<file path="src/rtl/div_unit_if.sv">
// div_unit_if: request and result bundle between the EX stage and div_unit.
// The master modport drives the request side. The slave modport is the divider.
interface div_unit_if #(
  parameter int WIDTH = 32
);
  logic             i_start;
  logic             i_signed;
  logic [WIDTH-1:0] i_dividend;
  logic [WIDTH-1:0] i_divisor;
  logic             i_cancel;
  logic [WIDTH-1:0] o_quotient;
  logic [WIDTH-1:0] o_remainder;
  logic             o_valid;
  logic             o_div_by_zero;
  logic             o_stall;

  modport master (
    output i_start, i_signed, i_dividend, i_divisor, i_cancel,
    input  o_quotient, o_remainder, o_valid, o_div_by_zero, o_stall
  );

  modport slave (
    input  i_start, i_signed, i_dividend, i_divisor, i_cancel,
    output o_quotient, o_remainder, o_valid, o_div_by_zero, o_stall
  );
endinterface

</file>
<file path="src/rtl/div_unit.sv">
// div_unit: iterative restoring divider that retires one quotient bit per cycle.
// The latency is fixed at WIDTH cycles. Division by zero takes a single cycle.
// Optional macro DIV_SIGNED_EN adds signed operand and result correction.
// Without DIV_SIGNED_EN, i_signed is ignored and every operation is unsigned.
module div_unit #(
  parameter int WIDTH = 32
) (
  input  logic     clk,
  input  logic     rst,
  div_unit_if.slave bus
);
  localparam int CW = $clog2(WIDTH + 1);

  localparam logic [1:0] IDLE = 2'd0;
  localparam logic [1:0] ZERO = 2'd1;
  localparam logic [1:0] RUN  = 2'd2;
  localparam logic [1:0] DONE = 2'd3;

  logic [1:0]       state_q, state_d;
  logic [CW-1:0]    cnt_q, cnt_d;
  logic [WIDTH:0]   rem_q, rem_d;
  logic [WIDTH-1:0] quo_q, quo_d;
  logic [WIDTH-1:0] dvs_q, dvs_d;
  logic [WIDTH-1:0] quotient_q, quotient_d;
  logic [WIDTH-1:0] remainder_q, remainder_d;
  logic             dbz_q, dbz_d;
`ifdef DIV_SIGNED_EN
  logic             q_neg_q, q_neg_d;
  logic             r_neg_q, r_neg_d;
  logic             a_neg, b_neg;
`endif

  logic [WIDTH-1:0] a_mag, b_mag;
  logic [WIDTH:0]   shifted, trial, step_rem;
  logic [WIDTH-1:0] step_quo, fix_quo, fix_rem;

  // Operand magnitudes. In signed mode, negative operands are negated before the iteration.
  always_comb begin
`ifdef DIV_SIGNED_EN
    a_neg = bus.i_signed & bus.i_dividend[WIDTH-1];
    b_neg = bus.i_signed & bus.i_divisor[WIDTH-1];
    a_mag = a_neg ? (-bus.i_dividend) : bus.i_dividend;
    b_mag = b_neg ? (-bus.i_divisor) : bus.i_divisor;
`else
    a_mag = bus.i_dividend;
    b_mag = bus.i_divisor;
`endif
  end

  // One restoring step: shift in the next dividend bit and trial-subtract the divisor.
  // The MSB of the (WIDTH+1)-bit difference acts as the borrow.
  always_comb begin
    shifted = (rem_q << 1) | {{WIDTH{1'b0}}, quo_q[WIDTH-1]};
    trial   = shifted - {1'b0, dvs_q};
    if (!trial[WIDTH]) begin
      step_rem = trial;
      step_quo = {quo_q[WIDTH-2:0], 1'b1};
    end else begin
      step_rem = shifted;
      step_quo = {quo_q[WIDTH-2:0], 1'b0};
    end
`ifdef DIV_SIGNED_EN
    fix_quo = q_neg_q ? (-step_quo) : step_quo;
    fix_rem = r_neg_q ? (-step_rem[WIDTH-1:0]) : step_rem[WIDTH-1:0];
`else
    fix_quo = step_quo;
    fix_rem = step_rem[WIDTH-1:0];
`endif
  end

  // FSM next state, datapath updates and result register loads.
  always_comb begin
    state_d     = state_q;
    cnt_d       = cnt_q;
    rem_d       = rem_q;
    quo_d       = quo_q;
    dvs_d       = dvs_q;
    quotient_d  = quotient_q;
    remainder_d = remainder_q;
    dbz_d       = dbz_q;
`ifdef DIV_SIGNED_EN
    q_neg_d     = q_neg_q;
    r_neg_d     = r_neg_q;
`endif
    case (state_q)
      IDLE: begin
        if (bus.i_start && !bus.i_cancel) begin
          cnt_d = '0;
          rem_d = '0;
          dvs_d = b_mag;
          if (bus.i_divisor == '0) begin
            // The raw dividend is kept so that it can be returned as the remainder.
            state_d = ZERO;
            quo_d   = bus.i_dividend;
          end else begin
            state_d = RUN;
            quo_d   = a_mag;
`ifdef DIV_SIGNED_EN
            q_neg_d = a_neg ^ b_neg;
            r_neg_d = a_neg;
`endif
          end
        end
      end
      ZERO: begin
        if (bus.i_cancel) begin
          state_d = IDLE;
        end else begin
          state_d     = DONE;
          quotient_d  = '1;
          remainder_d = quo_q;
          dbz_d       = 1'b1;
        end
      end
      RUN: begin
        if (bus.i_cancel) begin
          state_d = IDLE;
        end else begin
          rem_d = step_rem;
          quo_d = step_quo;
          cnt_d = cnt_q + 1'b1;
          if (cnt_q == CW'(WIDTH - 1)) begin
            state_d     = DONE;
            quotient_d  = fix_quo;
            remainder_d = fix_rem;
            dbz_d       = 1'b0;
          end
        end
      end
      default: begin
        state_d = IDLE;
      end
    endcase
  end

  // All state registers. Reset is asynchronous and active-low.
  always_ff @(posedge clk or negedge rst) begin
    if (!rst) begin
      state_q     <= IDLE;
      cnt_q       <= '0;
      rem_q       <= '0;
      quo_q       <= '0;
      dvs_q       <= '0;
      quotient_q  <= '0;
      remainder_q <= '0;
      dbz_q       <= 1'b0;
`ifdef DIV_SIGNED_EN
      q_neg_q     <= 1'b0;
      r_neg_q     <= 1'b0;
`endif
    end else begin
      state_q     <= state_d;
      cnt_q       <= cnt_d;
      rem_q       <= rem_d;
      quo_q       <= quo_d;
      dvs_q       <= dvs_d;
      quotient_q  <= quotient_d;
      remainder_q <= remainder_d;
      dbz_q       <= dbz_d;
`ifdef DIV_SIGNED_EN
      q_neg_q     <= q_neg_d;
      r_neg_q     <= r_neg_d;
`endif
    end
  end

  // The stall output is gated by reset so that every output reads zero while reset is held.
  assign bus.o_stall       = rst & ((state_q == IDLE && bus.i_start && !bus.i_cancel) ||
                                    state_q == RUN || state_q == ZERO);
  assign bus.o_valid       = (state_q == DONE);
  assign bus.o_quotient    = quotient_q;
  assign bus.o_remainder   = remainder_q;
  assign bus.o_div_by_zero = dbz_q;
endmodule
</file>
<file path="src/flat_wrapper.sv">
// flat-port wrapper written by rule: the top's interface ports become plain ports
module div_unit_flat 
#(
  parameter int WIDTH = 32
)
  (clk, rst, bus_i_start, bus_i_signed, bus_i_dividend, bus_i_divisor, bus_i_cancel, bus_o_quotient, bus_o_remainder, bus_o_valid, bus_o_div_by_zero, bus_o_stall);
  div_unit_if #(.WIDTH(WIDTH)) bus_i ();
  input  logic clk;
  input  logic rst;
  input wire logic [$bits(bus_i.i_start)-1:0] bus_i_start;
  input wire logic [$bits(bus_i.i_signed)-1:0] bus_i_signed;
  input wire logic [$bits(bus_i.i_dividend)-1:0] bus_i_dividend;
  input wire logic [$bits(bus_i.i_divisor)-1:0] bus_i_divisor;
  input wire logic [$bits(bus_i.i_cancel)-1:0] bus_i_cancel;
  output wire logic [$bits(bus_i.o_quotient)-1:0] bus_o_quotient;
  output wire logic [$bits(bus_i.o_remainder)-1:0] bus_o_remainder;
  output wire logic [$bits(bus_i.o_valid)-1:0] bus_o_valid;
  output wire logic [$bits(bus_i.o_div_by_zero)-1:0] bus_o_div_by_zero;
  output wire logic [$bits(bus_i.o_stall)-1:0] bus_o_stall;
  assign bus_i.i_start = bus_i_start;
  assign bus_i.i_signed = bus_i_signed;
  assign bus_i.i_dividend = bus_i_dividend;
  assign bus_i.i_divisor = bus_i_divisor;
  assign bus_i.i_cancel = bus_i_cancel;
  assign bus_o_quotient = bus_i.o_quotient;
  assign bus_o_remainder = bus_i.o_remainder;
  assign bus_o_valid = bus_i.o_valid;
  assign bus_o_div_by_zero = bus_i.o_div_by_zero;
  assign bus_o_stall = bus_i.o_stall;
  div_unit #(.WIDTH(WIDTH)) u_core (.clk(clk), .rst(rst), .bus(bus_i));
endmodule
</file>
<file path="config.mk">
export PLATFORM = sky130hd
export DESIGN_NAME = div_unit_flat
export DESIGN_NICKNAME = d
export VERILOG_FILES = /design/src/rtl/div_unit_if.sv /design/src/rtl/div_unit.sv /design/src/flat_wrapper.sv
export SDC_FILE = /design/constraint.sdc
export NUM_CORES = 1
export LEC_CHECK = 0
export ABC_AREA = 1
export BUFFER_PORTS_ARGS = -buffer_cell sky130_fd_sc_hd__clkbuf_2
export CAP_MARGIN = 20
export CORE_MARGIN = 2
export CORE_UTILIZATION = 40
export DETAILED_ROUTE_END_ITERATION = 8
export SETUP_SLACK_MARGIN = 0.3
export SKIP_LAST_GASP = 1
export SLEW_MARGIN = 25
export SYNTH_ARGS = -nofsm -noshare
export SYNTH_HDL_FRONTEND = slang
export SYNTH_SLANG_ARGS = --single-unit
</file>
<file path="constraint.sdc">
create_clock -name clk -period 5.4 [get_ports clk]
set_input_delay 0.27 -clock clk [delete_from_list [all_inputs] [get_ports clk]]
set_output_delay 0.27 -clock clk [all_outputs]
set_load 0.03 [all_outputs]
</file>
==> results of run 1 <==
[cells by family after synthesis]
logic type,Yosys count,share of synthesized area
buf+inv,271,0.107
flops,169,0.408
compound gates,177,0.0997
simple gates,813,0.326
xor+xnor,15,0.0127
mux,1,0.00109
fa+ha+maj,38,0.0466
[layout make-up]
| type | count | area, um2 |
|---|---|---|
| fillers | 2669 | 13500 |
| clock buffers | 17 | 425 |
| repair buffers | 143 | 763 |
| inverters | 213 | 800 |
| multi-input cells | 1044 | 5060 |
| clock inverters | 15 | 178 |
| well taps | 330 | 413 |
| flip-flops and latches | 169 | 4230 |
[synth_stat cells (all sizes together), types with 2 or more instances]
| library cell | instances | share of area |
|---|---|---|
| a21o | 2 | 0.0014 |
| o21bai | 6 | 0.0043 |
| and2 | 4 | 0.0024 |
| clkbuf | 23 | 0.0083 |
| buf | 35 | 0.021 |
| nor4 | 9 | 0.0069 |
| nand2 | 483 | 0.18 |
| inv | 213 | 0.077 |
| o21ai | 10 | 0.0048 |
| a21oi | 123 | 0.062 |
| dfrtp | 169 | 0.41 |
| ha | 37 | 0.045 |
| o31ai | 31 | 0.022 |
| nor2 | 199 | 0.073 |
| xor2 | 14 | 0.012 |
| nor3 | 12 | 0.0058 |
| nand3 | 95 | 0.046 |
| nand4 | 9 | 0.0054 |
| a31oi | 3 | 0.0033 |
[per-layer routing]
metal,GRT usage,vias up,share of wire
li1,-,4848,-
met1,0.301,4344,0.47
met2,0.371,188,0.47
met3,0.0334,41,0.035
met4,0.0676,0,0.024
met5,0,-,0
[sequential cells by signal, summed over array words and instances (netlist names)]
| signal | count |
|---|---|
| u_core.rem_q | 32 |
| u_core.bus.o_remainder | 32 |
| u_core.state_q | 2 |
| u_core.dvs_q | 32 |
| u_core.quo_q | 32 |
| u_core.cnt_q | 6 |
| u_core.bus.o_quotient | 32 |
| u_core.bus.o_div_by_zero | 1 |
[worst reg2reg max path, delay by kind of cell, from the launching register on]
kind | cells | cell delay, ns
buf+inv | 2 | 0.16
flops | 1 | 0.47
fa+ha+maj | 2 | 0.54
simple gates | 13 | 1.61
[worst paths after layout]
kind | end | slack [ns] | start | cells past startpoint
worst min register to register | u_core.rem_q[4] | 0.52 | u_core.rem_q[4] | 2
worst max register to register | u_core.rem_q[5] | 2.57 | u_core.quo_q[31] | 17
worst max-delay path | u_core.rem_q[5] | 2.57 | u_core.quo_q[31] | 17
worst min-delay path | u_core.dvs_q[0] | 0.08 | bus_i_divisor[0] | 2
max in group asynchronous | u_core.dvs_q[25] | 3.73 | rst | 3
min in group asynchronous | u_core.rem_q[7] | 0.42 | rst | 2
[stage by stage]
step                total power [mW]  hold WS [ns]  setup WS (ns)   util
floorplan                       4.10       -0.0256           3.24      -
global placement                4.86         0.336           2.60  0.444
detailed placement              4.91         0.332           2.58  0.444
CTS                             6.17        0.0668           2.55  0.468
global route                    6.60        0.0893           2.34  0.469
finish                          6.11        0.0843           2.57  0.469
[what timing repair did]
action | 4_1_cts | 5_1_grt
hold buffers | 1 | 0
setup endpoints to repair | 0 | 0
endpoints found under the hold margin | 68 | 0
[where the power goes]
part | total [mW] | leakage (nW) | internal (mW) | switching [mW]
clock network | 1.24 | 0.293 | 0.624 | 0.616
logic | 2.82 | 4.30 | 0.821 | 2.00
registers | 2.05 | 2.06 | 1.76 | 0.292
total | 6.11 | 6.65 | 3.20 | 2.91
==> results.sh, run 1 <==
export IMPL_status="completed"
export IMPL_cp_cell_sequence="inv_1 > ha_1 > inv_1 > fa_1 > nand2_1 > nand2_1 > nand3_2 > nand2_4 > nand2_4 > nand2_4 > nand2_4 > nand3_1 > nand2_4 > nand2_1 > nand2_1 > nand3_1 > nand2_1"
export IMPL_timing_worst_slew_pin_value_ns=1.04
export IMPL_post_place_cells=1898
export IMPL_hold_wc_path_type="in -> reg"
export IMPL_cts_tree="done"
export IMPL_cts_setup_buffers=0
export IMPL_wire_per_inst_um=15.1
export IMPL_largest_net_degree_at_the_start_of_global_routing=130
export IMPL_post_synth_num_cell_types=39
export IMPL_placement_io_buffers=134
export IMPL_ir_drop_uv=385
export IMPL_grt_pass1_vias=9245
export IMPL_antenna_diode_count=0
export IMPL_drt_first_iter_violations=590
export IMPL_criticalPathCategory="reg -> reg"
export IMPL_timing_final_max_slew_violations=0
export IMPL_worst_endpoint_required_ns=5.78
export IMPL_vias_per_cell=4.88
export IMPL_power_static_leakage_nw=6.65
export IMPL_synthesis_area_um2=10400
export IMPL_area_growth_syn_to_layout_pct=14.4
export IMPL_max_stage_delay_ns=0.47
export IMPL_grt_pass1_wl_um=47300
export IMPL_arrival_ns=3.21
export IMPL_sequential_to_total_area_share_from_yosys_stat=0.408
export IMPL_design_die_area_um2=27200
export IMPL_tns_ns=0
export IMPL_rsz0062_at_grt="no"
export IMPL_finalSetupViolations=0
export IMPL_ant_nets=0
export IMPL_via_count=9421
export IMPL_critical_path_endpoint_type="register"
export IMPL_worstSetupStartpointType="register"
export IMPL_syn_avg_cell_area_um2=6.99
export IMPL_yosys_most_used_dff="sky130_fd_sc_hd__dfrtp_1"
export IMPL_ios=136
export IMPL_async_flop_share=1.00
export IMPL_ys_warnings_count=0
export IMPL_synth_cells=1484
export IMPL_place_congestion=0.929
export IMPL_clock_path_buffers=2
export IMPL_drc=0
export IMPL_maximum_clock_skew_at_final_layout_ns=0.0203
export IMPL_synth_enable_flop_cells=0
export IMPL_drive_gt1_frac=0.136
export IMPL_synth_net_count=1591
export IMPL_layout_min_cycle_time_ns=2.83
export IMPL_dominant_delay_contributor_by_cell_family_on_the_critical_path="simple AND/OR/NAND/NOR gates"
export IMPL_tritoncts_num_buffers=17
export IMPL_mostFrequentLayoutCell="sky130_fd_sc_hd__nand2_1"
export IMPL_worstPathMaxFanout=33
export IMPL_stdcell_area_um2=11900
export IMPL_worstSkewPairLatency_ns=0.44
export IMPL_globalRoute_totalOverflow=0
export IMPL_final_cell_mix="sky130_fd_sc_hd__nand2_1, sky130_fd_sc_hd__inv_1, sky130_fd_sc_hd__nor2_1"
export IMPL_clkSinkCount=169
export IMPL_power_density_nw_per_um2=515
export IMPL_hold_viol=0
export IMPL_htree_levels=4
export IMPL_crit_buf_inv=2
export IMPL_cts_reportedPaths_clkPinSlew_ns=0.08
export IMPL_design_final_nets=1695
export IMPL_fp_row_count=58
export IMPL_cts_repair_resize_count=0
export IMPL_cts_root_buffer_cell="sky130_fd_sc_hd__clkbuf_16"
export IMPL_slew_limit_headroom=0.304
export IMPL_start_util=0.409
export IMPL_fin_cells=1931
export IMPL_post_synthesis_sequential_element_count=169
export IMPL_totalWireLength_um=29200
export IMPL_number_of_antenna_violations_at_the_first_check_in_global_routing=0
export IMPL_timing_final_crit_share=0.524
export IMPL_detailed_router_iteration_count_before_antenna_repair=5
export IMPL_global_route_usage_sum=0.223
export IMPL_estimated_wirelength_of_the_detail_placed_design_um=21400
export IMPL_die_x_um=165
export IMPL_die_height_um=165
export IMPL_timing_fmax_mhz=354
export IMPL_placement_cell_area_um2=11300
export IMPL_core_area_um2=25300
export IMPL_crit_path_top_delay_cell="sky130_fd_sc_hd__dfrtp_1"
export IMPL_cap_viol_max_count=0
(Power assumes the default switching activity.)
==> run 2: changes to the inputs <==
==> constraint.sdc (replaced) <==
create_clock -name clk -period 2.35 [get_ports clk]
set_input_delay 0.1175 -clock clk [delete_from_list [all_inputs] [get_ports clk]]
set_output_delay 0.1175 -clock clk [all_outputs]
set_load 0.03 [all_outputs]
==> results.sh, run 2 (same netlist as run 1, synthesis figures left out) <==
export IMPL_status="completed"
export IMPL_ant_nets=0
export IMPL_critical_path_top_cell_by_count="sky130_fd_sc_hd__nand2_4"
export IMPL_drive_gt1_frac=0.219
export IMPL_p_sw_frac=0.469
export IMPL_final_core_utilization=0.548
export IMPL_rsz0062_at_grt="yes"
export IMPL_finalSetupViolations=0
export IMPL_preCtsSetupSlack_ns=0.0106
export IMPL_timing_worst_slew_pin_value_ns=0.563
export IMPL_antenna_diode_count=0
export IMPL_cts_reportedPaths_clkPinSlew_ns=0.08
export IMPL_cts_tree="done"
export IMPL_hold_wc_path_type="in -> reg"
export IMPL_drc=0
export IMPL_power_switching_mw=7.44
export IMPL_wire_per_inst_um=16.3
export IMPL_internal_power_mw=8.44
export IMPL_power_density_nw_per_um2=1140
export IMPL_tritoncts_num_buffers=17
export IMPL_pwr_share_comb=0.520
export IMPL_number_of_antenna_violations_at_the_first_check_in_global_routing=0
export IMPL_slew_limit_headroom=0.625
export IMPL_clock_path_buffers=2
export IMPL_clkSinkCount=169
export IMPL_layout_setup_ws_ns=0.0272
export IMPL_via_count=10140
export IMPL_critical_path_endpoint_type="register"
export IMPL_layout_min_cycle_time_ns=2.32
export IMPL_crit_buf_inv=3
export IMPL_crit_path_top_delay_cell="sky130_fd_sc_hd__dfrtp_1"
export IMPL_ios=136
export IMPL_worstPathMaxFanout=10
export IMPL_worstSetupStartpointType="register"
export IMPL_fp_row_count=58
export IMPL_criticalPathCategory="reg -> reg"
export IMPL_ff2ff_setup_slack_ns=0.03
export IMPL_htree_levels=4
export IMPL_ir_drop_uv=744
export IMPL_die_x_um=165
export IMPL_placement_io_buffers=134
export IMPL_timing_fmax_mhz=431
export IMPL_mostFrequentLayoutCell="sky130_fd_sc_hd__nand2_1"
export IMPL_grt_pass1_wl_um=48100
export IMPL_worst_endpoint_required_ns=2.67
export IMPL_design_die_area_um2=27200
export IMPL_power_static_leakage_nw=7.39
export IMPL_place_congestion=0.934
export IMPL_max_stage_delay_ns=0.38
export IMPL_timing_final_max_slew_violations=0
export IMPL_cts_root_buffer_cell="sky130_fd_sc_hd__clkbuf_16"
export IMPL_global_route_usage_sum=0.228
export IMPL_timing_final_crit_share=0.988
export IMPL_die_height_um=165
export IMPL_final_cell_mix="sky130_fd_sc_hd__nand2_1, sky130_fd_sc_hd__inv_1, sky130_fd_sc_hd__nor2_1"
export IMPL_share_seq_of_total_power=0.298
export IMPL_worstSkewPairLatency_ns=0.44
export IMPL_area_growth_syn_to_layout_pct=33.9
export IMPL_vias_per_cell=4.92
export IMPL_design_final_nets=1824
export IMPL_start_util=0.409
export IMPL_detailed_router_iteration_count_before_antenna_repair=5
export IMPL_clock_power_share=0.181
export IMPL_maximum_clock_skew_at_final_layout_ns=0.0175
export IMPL_dominant_delay_contributor_by_cell_family_on_the_critical_path="simple AND/OR/NAND/NOR gates"
export IMPL_cp_cell_sequence="inv_1 > ha_2 > inv_2 > fa_2 > nand2_2 > nand2_2 > nand3_2 > nand2_4 > nand2_4 > nand2_4 > nand2_4 > nand2_4 > nand2_4 > nand2_8 > clkbuf_16 > nand2_2 > nand2_1 > nand3_1 > nand2_1"
export IMPL_totalWireLength_um=33600
export IMPL_grt_pass1_vias=9404
export IMPL_estimated_wirelength_of_the_detail_placed_design_um=22000
export IMPL_drt_first_iter_violations=785
export IMPL_globalRoute_totalOverflow=0
export IMPL_cap_viol_max_count=0
export IMPL_fillers=2450
export IMPL_core_area_um2=25300
export IMPL_arrival_ns=2.64
export IMPL_hold_viol=0
export IMPL_largest_net_degree_at_the_start_of_global_routing=98
## run 2: cell types whose count changed in the layout (fill, tap and decap cells not counted), sizes merged
cell and delta:
dlygate4sd3 +64, clkbuf +7, buf +57, clkinvlp +1
## run 2: per-layer routing
layer	GRT usage	wire length, um	vias up
met4	0.0739	753	0
met3	0.0314	1430	33
met2	0.382	15900	236
met1	0.303	15500	4766
li1	-	-	5105
met5	0	0	-
## run 2: repair_timing
action                     4_1_cts  5_1_grt
hold endpoints to repair       105        0
pin swaps                        3        7
gates cloned                     0       14
gates resized for setup         44       88
setup endpoints to repair       71      127
hold buffers                    65        0
setup buffers                    2       13
## run 2: metrics by stage
step	cells	power [mW]	hold slack [ns]	setup TNS (ns)	cell area, um2
after global routing	2060	16.9	0.153	-5.49	13900
after detailed placement	1934	11.6	0.0896	0	11600
after global placement	1934	11.5	0.0835	0	11600
final	2060	15.9	0.146	0	13900
after floorplan	1484	9.44	-0.178	0	10400
after CTS	2033	14.8	0.134	0	13100
## run 2: final cells by class
| class | instances | area (um2) | area share |
|---|---|---|---|
| Timing Repair Buffer | 271 | 2260 | 0.163 |
| Sequential cell | 169 | 4230 | 0.305 |
| Clock inverter | 15 | 176 | 0.0127 |
| Multi-Input combinational cell | 1044 | 5560 | 0.400 |
| Timing Repair inverter | 1 | 8.76 | 0.000631 |
| Tap cell | 330 | 413 | 0.0297 |
| Inverter | 213 | 812 | 0.0585 |
| Clock buffer | 17 | 425 | 0.0306 |
## run 2: path summary, 6_finish.rpt
kind / start / endpoint / depth (start not counted)
min in group asynchronous: rst / u_core.dvs_q[3] / 2
hold / removal: bus_i_cancel / u_core.state_q[1] / 4
max in group asynchronous: rst / u_core.rem_q[0] / 3
hold reg to reg: u_core.quo_q[4] / u_core.quo_q[4] / 2
setup reg to reg: u_core.quo_q[31] / u_core.bus.o_remainder[27] / 19
setup / recovery: u_core.quo_q[31] / u_core.bus.o_remainder[27] / 19
## run 2: power groups by stage
| stage | Clock, mW | Sequential, mW | Combinational (mW) |
|---|---|---|---|
| final | 2.87 | 4.74 | 8.26 |
| after global routing | 3.03 | 4.86 | 9.05 |
| after CTS | 2.91 | 4.72 | 7.21 |
| after detailed placement | 0 | 4.77 | 6.85 |
| after global placement | 0 | 4.75 | 6.79 |
| after floorplan | 0 | 5.62 | 3.82 |
## run 2: worst register-to-register path: stages, from the launching register on
cell	delay, ns
sky130_fd_sc_hd__dfrtp_1	0.38
sky130_fd_sc_hd__inv_1	0.06
sky130_fd_sc_hd__ha_2	0.16
sky130_fd_sc_hd__inv_2	0.05
sky130_fd_sc_hd__fa_2	0.35
sky130_fd_sc_hd__nand2_2	0.08
sky130_fd_sc_hd__nand2_2	0.07
sky130_fd_sc_hd__nand3_2	0.09
sky130_fd_sc_hd__nand2_4	0.06
sky130_fd_sc_hd__nand2_4	0.07
sky130_fd_sc_hd__nand2_4	0.05
sky130_fd_sc_hd__nand2_4	0.09
sky130_fd_sc_hd__nand2_4	0.07
sky130_fd_sc_hd__nand2_4	0.09
sky130_fd_sc_hd__nand2_8	0.09
sky130_fd_sc_hd__clkbuf_16	0.18
sky130_fd_sc_hd__nand2_2	0.05
sky130_fd_sc_hd__nand2_1	0.07
sky130_fd_sc_hd__nand3_1	0.09
sky130_fd_sc_hd__nand2_1	0.06
==> run 3: changes to the inputs <==
--- a/config.mk
+++ b/config.mk
@@ -11,6 +11,8 @@
 export CORE_MARGIN = 2
 export CORE_UTILIZATION = 40
 export DETAILED_ROUTE_END_ITERATION = 8
+export MAX_ROUTING_LAYER = met4
+export REMOVE_ABC_BUFFERS = 1
 export SETUP_SLACK_MARGIN = 0.3
 export SKIP_LAST_GASP = 1
 export SLEW_MARGIN = 25
==> results.sh, run 3 (same netlist as run 1, synthesis figures left out) <==
export IMPL_cp_cell_sequence="inv_2 > ha_4 > inv_2 > fa_2 > nand2_2 > nand2_4 > nand3_4 > nand2_4 > nand2_4 > nand2_4 > nand2_4 > nand2_4 > nand2_4 > nand2_8 > buf_12 > nand2_1 > nand2_1 > nand3_1 > nand2_1"
export IMPL_number_of_antenna_violations_at_the_first_check_in_global_routing=0
export IMPL_report_power_total_mw=15.7
export IMPL_layout_setup_ws_ns=-0.00226
export IMPL_globalRoute_totalOverflow=0
export IMPL_ff2ff_path_depth=19
export IMPL_ir_drop_uv=554
export IMPL_finalSetupViolations=1
export IMPL_detailed_router_iteration_count_before_antenna_repair=5
export IMPL_htree_levels=4
export IMPL_ant_nets=0
export IMPL_die_height_um=165
export IMPL_power_static_leakage_nw=7.56
export IMPL_final_cell_mix="sky130_fd_sc_hd__nand2_1, sky130_fd_sc_hd__inv_1, sky130_fd_sc_hd__nor2_1"
export IMPL_vias_per_cell=4.92
export IMPL_critical_path_endpoint_type="register"
export IMPL_arrival_ns=2.67
export IMPL_global_route_usage_sum=0.243
export IMPL_timing_worst_slew_pin_value_ns=0.628
export IMPL_timing_final_crit_share=1.00
export IMPL_worstSetupPathDepth=19
export IMPL_drt_first_iter_violations=633
export IMPL_ios=136
export IMPL_worstSetupStartpointType="register"
export IMPL_dominant_delay_contributor_by_cell_family_on_the_critical_path="simple AND/OR/NAND/NOR gates"
export IMPL_area_growth_syn_to_layout_pct=34.6
export IMPL_place_congestion=0.952
export IMPL_status="complete, but fails checks"
export IMPL_violations="negative setup slack"
export IMPL_tritoncts_num_buffers=17
export IMPL_timing_final_max_slew_violations=0
export IMPL_clock_path_buffers=2
export IMPL_criticalPathCategory="reg -> reg"
export IMPL_worst_hold_path_num_cells=3
export IMPL_maximum_clock_skew_at_final_layout_ns=0.0169
export IMPL_layout_min_cycle_time_ns=2.35
export IMPL_core_area_um2=25300
export IMPL_cap_viol_max_count=0
export IMPL_fp_row_count=58
export IMPL_slew_limit_headroom=0.581
export IMPL_worstPathMaxFanout=9
export IMPL_via_count=10177
export IMPL_design_final_nets=1833
export IMPL_hold_viol=0
export IMPL_tns_ns=-0.00226
export IMPL_grt_pass1_vias=9763
export IMPL_critical_path_top_cell_by_count="sky130_fd_sc_hd__nand2_4"
export IMPL_fillers=2419
export IMPL_design_die_area_um2=27200
export IMPL_power_density_nw_per_um2=1130
export IMPL_start_util=0.409
export IMPL_crit_start="u_core.quo_q[31]"
export IMPL_timing_fmax_mhz=425
export IMPL_drive_gt1_frac=0.227
export IMPL_crit_buf_inv=3
export IMPL_multi_input_gate_area_um2=5680
export IMPL_cts_tree="done"
export IMPL_cts_root_buffer_cell="sky130_fd_sc_hd__clkbuf_16"
export IMPL_worst_endpoint_required_ns=2.67
export IMPL_regToRegStartpoint="u_core.quo_q[31]"
export IMPL_hold_wc_path_type="in -> reg"
export IMPL_hold_path_startpoint="bus_i_dividend[31]"
export IMPL_wire_per_inst_um=15.9
export IMPL_rsz0062_at_grt="yes"
export IMPL_worstSkewPairLatency_ns=0.44
export IMPL_crit_path_top_delay_cell="sky130_fd_sc_hd__dfrtp_1"
export IMPL_totalWireLength_um=32800
export IMPL_mostFrequentLayoutCell="sky130_fd_sc_hd__nand2_1"
export IMPL_max_stage_delay_ns=0.39
export IMPL_estimated_wirelength_of_the_detail_placed_design_um=22100
export IMPL_grt_pass1_wl_um=50100
export IMPL_die_x_um=165
export IMPL_regArea_um2=4230
export IMPL_clkSinkCount=169
export IMPL_largest_net_degree_at_the_start_of_global_routing=76
export IMPL_placement_io_buffers=134
export IMPL_antenna_diode_count=0
export IMPL_drc=0
export IMPL_cts_reportedPaths_clkPinSlew_ns=0.07
==> run 3: routing by layer <==
layer	track usage	vias to the layer above	wire length [um]
li1	-	5113	-
met1	0.310	4781	14700
met2	0.409	238	16100
met3	0.0339	45	1340
met4	0.0628	0	711
met5	-	-	0
==> run 3: worst reg2reg max path, cell delays in order (launching register included) <==
cell and delay, ns:
sky130_fd_sc_hd__dfrtp_1 0.39, sky130_fd_sc_hd__inv_2 0.08, sky130_fd_sc_hd__ha_4 0.13, sky130_fd_sc_hd__inv_2 0.04, sky130_fd_sc_hd__fa_2 0.35, sky130_fd_sc_hd__nand2_2 0.09, sky130_fd_sc_hd__nand2_4 0.07, sky130_fd_sc_hd__nand3_4 0.09
sky130_fd_sc_hd__nand2_4 0.06, sky130_fd_sc_hd__nand2_4 0.07, sky130_fd_sc_hd__nand2_4 0.06, sky130_fd_sc_hd__nand2_4 0.09, sky130_fd_sc_hd__nand2_4 0.07, sky130_fd_sc_hd__nand2_4 0.09, sky130_fd_sc_hd__nand2_8 0.12, sky130_fd_sc_hd__buf_12 0.17
sky130_fd_sc_hd__nand2_1 0.08, sky130_fd_sc_hd__nand2_1 0.08, sky130_fd_sc_hd__nand3_1 0.08, sky130_fd_sc_hd__nand2_1 0.06
==> run 3: per-stage QoR <==
stage	worst slack, ns	instances	utilization	instance area, um2	hold slack (ns)
2_1_floorplan	-5.28	1426	-	10100	-0.178
3_3_place_gp	0.00313	1952	0.464	11800	-0.0642
3_5_place_dp	-0.00983	1952	0.464	11800	-0.0588
4_1_cts	0.0286	2054	0.524	13300	0.0530
5_1_grt	-0.138	2068	0.551	14000	0.0436
6_report	-0.00226	2068	0.551	14000	0.0598
==> run 3: report_power, final <==
group          leakage (nW)  switching [mW]  internal [mW]  total [mW]
sequential             2.06           0.662           4.04        4.70
combinational          5.20            5.32           2.77        8.08
clock                 0.292            1.32           1.63        2.94
total                  7.56            7.30           8.43        15.7
==> run 3: final timing paths <==
kind	to	slack [ns]
hold / removal	u_core.quo_q[31]	0.06
hold reg to reg	u_core.quo_q[15]	0.52
setup reg to reg	u_core.bus.o_remainder[0]	-0.002
max in group asynchronous	u_core.bus.o_remainder[8]	1.41
setup / recovery	u_core.bus.o_remainder[0]	-0.002
min in group asynchronous	u_core.dvs_q[4]	0.13
==> run 3: cell type report <==
type,instances,share of cell area
multi-input cells,1044,0.406
flip-flops and latches,169,0.303
repair buffers,281,0.161
inverters,213,0.0573
clock buffers,18,0.0315
well taps,330,0.0296
clock inverters,13,0.0112
==> run 3: timing repair <==
action | 4_1_cts | 5_1_grt
setup buffers | 4 | 9
hold buffers | 64 | 0
resized for setup | 38 | 115
setup endpoints to repair | 69 | 122
pin swaps | 7 | 31
endpoints found under the hold margin | 232 | 0
gates cloned | 3 | 5
